[config.mk]
export PLATFORM = sky130hd
export DESIGN_NAME = asm_fib_param_flat
export DESIGN_NICKNAME = d
export VERILOG_FILES = /design/src/rtl/asm_fib_param_if.sv /design/src/rtl/asm_fib_param.sv /design/src/flat_wrapper.sv
export SDC_FILE = /design/constraint.sdc
export NUM_CORES = 1
export LEC_CHECK = 0
export CAP_MARGIN = 20
export CELL_PAD_IN_SITES_DETAIL_PLACEMENT = 1
export CELL_PAD_IN_SITES_GLOBAL_PLACEMENT = 1
export CORE_MARGIN = 1.5
export CORE_UTILIZATION = 30
export DETAILED_ROUTE_END_ITERATION = 7
export GPL_TIMING_DRIVEN = 0
export PLACE_DENSITY_LB_ADDON = 0.3
export SLEW_MARGIN = 20
export SYNTH_ARGS = -nofsm -noshare
export SYNTH_HDL_FRONTEND = slang
export SYNTH_SLANG_ARGS = --single-unit
[constraint.sdc]
create_clock -name clk -period 4.3 [get_ports clk]
set_input_delay 1.075 -clock clk [delete_from_list [all_inputs] [get_ports clk]]
set_output_delay 1.075 -clock clk [all_outputs]
set_load 0.01 [all_outputs]
[src/rtl/asm_fib_param_if.sv]
// ---------------------------------------------------------------------------
// asm_fib_param_if
//
// Purpose:
//   Bundles the start/ready/done_tick handshake and the data signals of the
//   iterative Fibonacci engine. Clock and reset stay outside the bundle as
//   plain ports of the engine itself.
//
// Signals:
//   i_start      request, sampled by the engine only while it is idle
//   i_abort      cancel, acted on by the engine only while it computes
//   i_din        Fibonacci index (IN_W bits), captured on the start edge
//   o_ready      high only while the engine is idle
//   o_busy       high only while the engine computes
//   o_done_tick  one-cycle pulse when a result has just been captured
//   o_dout       registered result (OUT_W bits)
//   o_ovf        registered overflow flag belonging to o_dout
//
// Modports:
//   master  the side that requests work (switch logic or a testbench)
//   slave   the Fibonacci engine
// ---------------------------------------------------------------------------
interface asm_fib_param_if #(
    parameter int IN_W  = 4,
    parameter int OUT_W = 7
);
    logic             i_start;
    logic             i_abort;
    logic [IN_W-1:0]  i_din;
    logic             o_ready;
    logic             o_busy;
    logic             o_done_tick;
    logic [OUT_W-1:0] o_dout;
    logic             o_ovf;

    modport master (
        output i_start,
        output i_abort,
        output i_din,
        input  o_ready,
        input  o_busy,
        input  o_done_tick,
        input  o_dout,
        input  o_ovf
    );

    modport slave (
        input  i_start,
        input  i_abort,
        input  i_din,
        output o_ready,
        output o_busy,
        output o_done_tick,
        output o_dout,
        output o_ovf
    );
endinterface

[src/rtl/asm_fib_param.sv]
// ---------------------------------------------------------------------------
// asm_fib_param
//
// Purpose:
//   Parametrised iterative Fibonacci engine written as a three-state ASM
//   (idle / op / done). On a start request it captures an IN_W-bit index and
//   then produces fib(index) into an OUT_W-bit registered result, one
//   addition per clock. Overflow is tracked with a sticky flag; the result
//   either wraps modulo 2^OUT_W (SAT = 0) or saturates to all-ones (SAT = 1).
//   A computation can be cancelled with abort, which leaves the previous
//   result untouched. Sits between the switch inputs and the seven-segment
//   display driver.
//
// Parameters:
//   IN_W   width of the index (default 4)
//   OUT_W  width of the result, at least 2 (default 7)
//   SAT    0 = wrap on overflow, 1 = saturate to all-ones
//
// Ports:
//   clk    system clock, every state change happens on its rising edge
//   reset  asynchronous reset, ACTIVE LOW
//   bus    handshake/data bundle (slave side), see asm_fib_param_if
// ---------------------------------------------------------------------------
module asm_fib_param #(
    parameter int IN_W  = 4,
    parameter int OUT_W = 7,
    parameter bit SAT   = 1'b0
) (
    input  logic           clk,
    input  logic           reset,
    asm_fib_param_if.slave bus
);

    // State encoding of the ASM.
    localparam logic [1:0] S_IDLE = 2'd0;
    localparam logic [1:0] S_OP   = 2'd1;
    localparam logic [1:0] S_DONE = 2'd2;

    logic [1:0]       r_state;
    logic [OUT_W-1:0] r_t0;
    logic [OUT_W-1:0] r_t1;
    logic [IN_W-1:0]  r_n;
    logic             r_of;
    logic [OUT_W-1:0] r_dout;
    logic             r_ovf;

    logic [OUT_W:0]   w_sum;
    logic             w_nZero;
    logic             w_nOne;

    // The adder is one bit wider than the operands so that its top bit is the
    // carry-out; the lower OUT_W bits are already the wrapped sum.
    assign w_sum   = {1'b0, r_t1} + {1'b0, r_t0};
    assign w_nZero = (r_n == '0);
    assign w_nOne  = (r_n == IN_W'(1));

    // Whole ASM in one sequential block. In idle a start loads the seed pair
    // (0, 1) and the index. In op, abort has top priority and simply returns
    // to idle without touching the result registers. Otherwise the pair is
    // advanced until the remaining count reaches one, at which point t1 holds
    // fib(index). An index of zero is handled by forcing t1 to zero on the
    // way out. The result registers are written only on the op->done edge,
    // so dout and ovf always describe the last completed computation.
    always_ff @(posedge clk or negedge reset) begin
        if (!reset) begin
            r_state <= S_IDLE;
            r_t0    <= '0;
            r_t1    <= '0;
            r_n     <= '0;
            r_of    <= 1'b0;
            r_dout  <= '0;
            r_ovf   <= 1'b0;
        end else begin
            case (r_state)
                S_IDLE: begin
                    if (bus.i_start) begin
                        r_t0    <= '0;
                        r_t1    <= OUT_W'(1);
                        r_n     <= bus.i_din;
                        r_of    <= 1'b0;
                        r_state <= S_OP;
                    end
                end
                S_OP: begin
                    if (bus.i_abort) begin
                        r_state <= S_IDLE;
                    end else if (w_nZero) begin
                        // fib(0) = 0; no addition has happened, so no overflow.
                        r_t1    <= '0;
                        r_dout  <= '0;
                        r_ovf   <= 1'b0;
                        r_state <= S_DONE;
                    end else if (w_nOne) begin
                        r_dout  <= (SAT && r_of) ? '1 : r_t1;
                        r_ovf   <= r_of;
                        r_state <= S_DONE;
                    end else begin
                        r_t1 <= w_sum[OUT_W-1:0];
                        r_t0 <= r_t1;
                        r_n  <= r_n - IN_W'(1);
                        r_of <= r_of | w_sum[OUT_W];
                    end
                end
                S_DONE: begin
                    r_state <= S_IDLE;
                end
                default: begin
                    r_state <= S_IDLE;
                end
            endcase
        end
    end

    // Status outputs are pure decodes of the state register, so they carry
    // no combinational path from any input.
    assign bus.o_ready     = (r_state == S_IDLE);
    assign bus.o_busy      = (r_state == S_OP);
    assign bus.o_done_tick = (r_state == S_DONE);
    assign bus.o_dout      = r_dout;
    assign bus.o_ovf       = r_ovf;

endmodule

[src/flat_wrapper.sv]
// flat-port wrapper written by rule: the top's interface ports become plain ports
module asm_fib_param_flat 
#(
    parameter int IN_W  = 4,
    parameter int OUT_W = 7,
    parameter bit SAT   = 1'b0
)
  (clk, reset, bus_i_start, bus_i_abort, bus_i_din, bus_o_ready, bus_o_busy, bus_o_done_tick, bus_o_dout, bus_o_ovf);
  asm_fib_param_if #(.IN_W(IN_W), .OUT_W(OUT_W)) bus_i ();
  input  logic clk;
  input  logic reset;
  input wire logic [$bits(bus_i.i_start)-1:0] bus_i_start;
  input wire logic [$bits(bus_i.i_abort)-1:0] bus_i_abort;
  input wire logic [$bits(bus_i.i_din)-1:0] bus_i_din;
  output wire logic [$bits(bus_i.o_ready)-1:0] bus_o_ready;
  output wire logic [$bits(bus_i.o_busy)-1:0] bus_o_busy;
  output wire logic [$bits(bus_i.o_done_tick)-1:0] bus_o_done_tick;
  output wire logic [$bits(bus_i.o_dout)-1:0] bus_o_dout;
  output wire logic [$bits(bus_i.o_ovf)-1:0] bus_o_ovf;
  assign bus_i.i_start = bus_i_start;
  assign bus_i.i_abort = bus_i_abort;
  assign bus_i.i_din = bus_i_din;
  assign bus_o_ready = bus_i.o_ready;
  assign bus_o_busy = bus_i.o_busy;
  assign bus_o_done_tick = bus_i.o_done_tick;
  assign bus_o_dout = bus_i.o_dout;
  assign bus_o_ovf = bus_i.o_ovf;
  asm_fib_param #(.IN_W(IN_W), .OUT_W(OUT_W), .SAT(SAT)) u_core (.clk(clk), .reset(reset), .bus(bus_i));
endmodule
After elaboration in Yosys (flattened, before gate mapping):

Cells that the tools add are included.

* register bits: 29
* word-level logic and storage cells: 57
* input port bits: 8
* output and inout bits: 11
* bits in latches: 0
* RAM bits: 0
* memories: 0
* memory bits (read-only): 0

* order comparisons: 0
* reduce and logical (&&, ||, !) cells: 8
* divide/modulo/power cells: 0
* bitwise operators: 2
* muxes and demuxes: 29
* add/sub/neg operators: 2
* $mul: 0
* equality and inequality tests: 9
* shifts and indexed selects: 0

Operators by type and width (count)
* two-way mux 7 bit: 10
* one-hot mux 7 bit (2 select lines): 2
* two-way mux 4 bit: 4
* adder 7 x 7 -> 8 bit: 1
* two-way mux 2 bit: 4
* != test 2 bit, second input constant: 4
* one-hot mux 4 bit (2 select lines): 1
* two-way mux 1 bit: 6
* AND reduction 5 bit: 1
* equality test 4 x 1 -> 1 bit, second input constant: 1
* logical NOT 4 bit: 1
* != test 4 x 2 -> 1 bit, second input constant: 1
* one-hot mux 2 bit (2 select lines): 1
* AND reduction 4 bit: 1
* nonzero test 2 bit: 2
* subtractor 4 x 1 -> 4 bit, second input constant: 1
* != test 3 x 2 -> 1 bit, second input constant: 1
* AND reduction 3 bit: 1
* equality test 2 x 1 -> 1 bit, second input constant: 1
* equality test 2 bit, second input constant: 1
* logical NOT 2 bit: 1
* one-hot mux 1 bit (2 select lines): 1
* AND reduction 2 bit: 1
* inverter 1 bit: 1
* bitwise OR 1 bit: 1

Logic depth before layout (Yosys ltp):

* depth after elaboration: 6
* gate-level depth with buffers: 7

Worst setup path before layout:

No wires, ideal clock.

* kind: flip-flop to output port
* from: register u_core.r_state[1]
* to: output bus_o_busy
* data arrival time: 0.914 ns
* cell stages (with the launch flop): 5
* setup slack: 2.311 ns
* cell sequence: dfrtp_1 -> nand2b_1 -> buf_6 -> inv_4 -> buf_2

* longest elaborated chain between the ends: 1

Ends and longest elaborated chain
* start: declaration: RTL line asm_fib_param.sv:39 `logic [1:0] r_state;`
* start signal: assignment: RTL line asm_fib_param.sv:66 `r_state <= S_IDLE;`
* start signal: assignment: RTL line asm_fib_param.sv:81 `r_state <= S_OP;`
* start signal: assignment: RTL line asm_fib_param.sv:86 `r_state <= S_IDLE;`
* equality test 2 x 1 -> 1 bit: RTL line asm_fib_param.sv:117 `assign bus.o_busy = (r_state == S_OP);`
* end: declaration: RTL line flat_wrapper.sv:16 `output wire logic [$bits(bus_i.o_busy)-1:0] bus_o_busy;`

No other way between the ends.

Worst setup path in the final report:

Same ends and word-level chain as after synthesis.

==> parameters.txt <==
Parameter                              Value

Run status
  Run status    finished clean

Setup path
  Crit start category    flip-flop
  Critical path start-end classification    reg -> out
  Top delay family on crit path    buffers and inverters
  Start point of the critical path    u_core.r_state[1]
  CP Data Arrival Time    1.88 ns
  Cell with the biggest individual delay on the critical path    clkdlybuf4s50_1
  Reg-to-reg endpoint    u_core.r_t1[6]
  Cell depth of the worst setup path    5
  Register-to-register path setup slack    about 2.3 ns
  Worst-path fanout max    10
  Largest stage delay on the critical path    around 0.57 ns
  Capturing element of the worst setup path    bus_o_busy
  Cell breakdown of the critical path    nand2b_1 -> buf_6 -> inv_4 -> buf_2 -> clkdlybuf4s50_1
  Critical path endpoint category    output pin
  Number of buffers and inverters on the critical path    4
  Critical Path RT    around 3.2 ns
  Depth of the worst register-to-register path    7
  Startpoint of the most critical register-to-register path    u_core.r_t1[0]

Placed design
  Port Buffer Count    18
  Weighted congestion at the end of routability-driven global placement    between 0.8 and 0.9
  Pre-CTS setup slack    around 1.7 ns
  Placed Instance Area    between 1500 and 2000 µm²
  Placed cell count    251
  Final HPWL from detailed placement    between 2000 and 3000 µm

Detailed routing
  Routed wire length    3768 µm
  Violation count after the first detailed-route iteration    56
  WL per Instance    14.55 µm
  Via-per-instance ratio    slightly below 5
  Total vias in the final route    between 1,000 and 1,500
  DRC    0
  Number of iterations in the first detailed-routing pass    4
  Number of nets with antenna violations after routing    0

Synth
  Synthesis warning total    0
  Share of synthesized area occupied by flip-flops and latches    between 40% and 50%
  Top cells by area in the synthesized netlist    dfrtp_1 45%, ha_1 6.9%, nand3_1 5.2%, inv_1 4.8%, o21ai_0 4.6%
  Number of different library cells in the post-synthesis netlist    46
  Most used standard cell by instance count after synthesis    dfrtp_1
  Mapped cell area    between 1500 and 2000 µm²
  Async SR Flop Fraction    100.0%
  Gate Count Post-Synth    163
  Library cell with the largest summed area after synthesis    dfrtp_1
  Mean post-synth cell area    approximately 10 µm²
  Yosys reg bits    29
  Synthesized net count    around 180
  Post-synth EDFFs    0
  Top cell type's share of synthesized area    44.58%
  Commonest cells in the synthesized netlist    29 x dfrtp_1, 21 x inv_1, 17 x nand3_1
  Main flop type after synthesis    dfrtp_1

Timing
  Hold WS    0.4987 ns
  Timing-limited maximum frequency    approximately 340 MHz
  Final max-slew violation count    0
  Min Tclk post-route    roughly 3 ns
  RSZ-0062 raised after global routing    false
  Setup-failing EPs final    0
  Remaining max-slew budget at the tightest pin    around 56%
  Final Worst Setup Slack    ~1.3 ns
  Final worst clock skew    ~0.0029 ns
  Ratio of final minimum period to clock period    about two thirds
  Final hold viol count    0
  Slew at the pin closest to its max-slew limit    about 0.66 ns
  Setup_tns    0 ns

Clock tree
  CTS Hold Buffers Added    0
  CTS H-tree lvls    2
  Total CTS buffers    5
  Quantity of gates resized following cts    0
  Cell at the root of the clock tree    clkbuf_8
  CTS tree    done
  Clock-pin slew of the registers on the worst-case setup and hold paths    ~0.060 ns
  Total number of clock tree sinks    29
  Clock insertion delay at the later pin of the skew report    0.28 ns
  Clock tree buffer depth    2
  # Post-CTS Setup Buffers    0

Final layout
  Post-route cell area    around 2000 µm²
  Relative area change from synthesis to final layout    21.21%
  Final core utilization    approximately two fifths
  Final antenna diode count    0
  Nets@finish    206
  Share of cells above drive strength 1    approximately 14%
  Number of cells in the finished layout apart from fillers    between 200 and 300

Power and ir drop
  Reported leakage power    a little under 0.9 nW
  Worst vdd rail ir drop    ~170 µV
  Final Power    between 1 and 1.5 mW
  Power density over cell area    between 500 and 600 nW/µm²

Die
  Row count    26
  Num ports    19
  Starting utilization of the core area    roughly a third
  Area of the core    5172 µm²
  Die Y-Extent    around 77 µm
  Area of the die    about 5900 µm²
  Chip width    76.66 µm

Flow run
  Max-cap violation count    0

GRT
  Gr ovfl total    0
  Pin count of the biggest net entering global routing    30
  Overall routing resource usage    around 15%
  Via count of the first global-routing pass    1,452
  First-pass GRT wire length    just under 7000 µm
  Antenna violations before repair    0

Min path
  Path class of the lowest-slack min-delay path    reg -> reg
[cells by family after synthesis]
group | Yosys count | synth area share (%)
simple gates | 46 | 15.37
compound gates | 45 | 21.37
flops | 29 | 44.58
buf+inv | 28 | 7.686
fa+ha+maj | 10 | 8.148
xor+xnor | 3 | 1.614
mux | 2 | 1.230
[worst min path at each step]
stage / from / end / cells after the start
2_1_floorplan: u_core.r_of / u_core.r_of / 2
3_3_place_gp: u_core.r_of / u_core.r_of / 2
3_5_place_dp: u_core.r_of / u_core.r_of / 2
4_1_cts: u_core.r_of / u_core.r_of / 2
5_1_grt: u_core.r_of / u_core.r_of / 2
6_report: u_core.r_of / u_core.r_of / 2
[power breakdown]
| part | leakage, nW | internal [mW] | switching, mW |
|---|---|---|---|
| Clock | 0.0450 | 0.112 | 0.105 |
| Sequential | 0.368 | 0.353 | 0.0649 |
| Combinational | 0.479 | 0.222 | 0.259 |
[metal layers]
layer	GRT usage, %	wire, µm	up-vias
met5	0	0	-
met4	3.889	41	0
met3	3.929	103	6
met2	26.81	1929	15
met1	17.15	1693	630
li1	-	-	622
[worst min-delay path, cell delays in order (launching register included)]
cell and delay, ns:
dfrtp_1 0.35, nand2_1 0.05, nand2_1 0.06
[cells in the final DEF, fill, tap and decap left out, drive strengths merged, types with 2 or more instances in the layout]
master         count
ha                 9
xor2               2
a22o               3
a21oi              5
o31ai              2
o2111ai            3
a2bb2oi            2
buf                5
o21bai             2
mux2i              2
o21ai             16
clkinv             2
inv               23
clkdlybuf4s50     17
nand2             10
a32o               2
nand2b             2
nor2b              3
nor2               6
dfrtp             29
nand3             18
a31o               2
clkbuf             7
[area by class of cell]
cell class | count | area [µm²]
clock buffer | 6 | 72.57
inverter | 23 | 88.84
timing repair buffer | 18 | 175.2
fill | 589 | 3199
multi-input combinational | 106 | 777.0
sequential | 29 | 725.7
clock inverter | 2 | 10.01
buffer | 5 | 36.28
tap | 70 | 87.58
[sequential cells by signal, indices dropped and copies added (netlist names)]
signal,count
u_core.bus.o_dout,7
u_core.bus.o_ovf,1
u_core.r_n,4
u_core.r_of,1
u_core.r_state,2
u_core.r_t0,7
u_core.r_t1,7
Power figures use the tool's default switching activity.
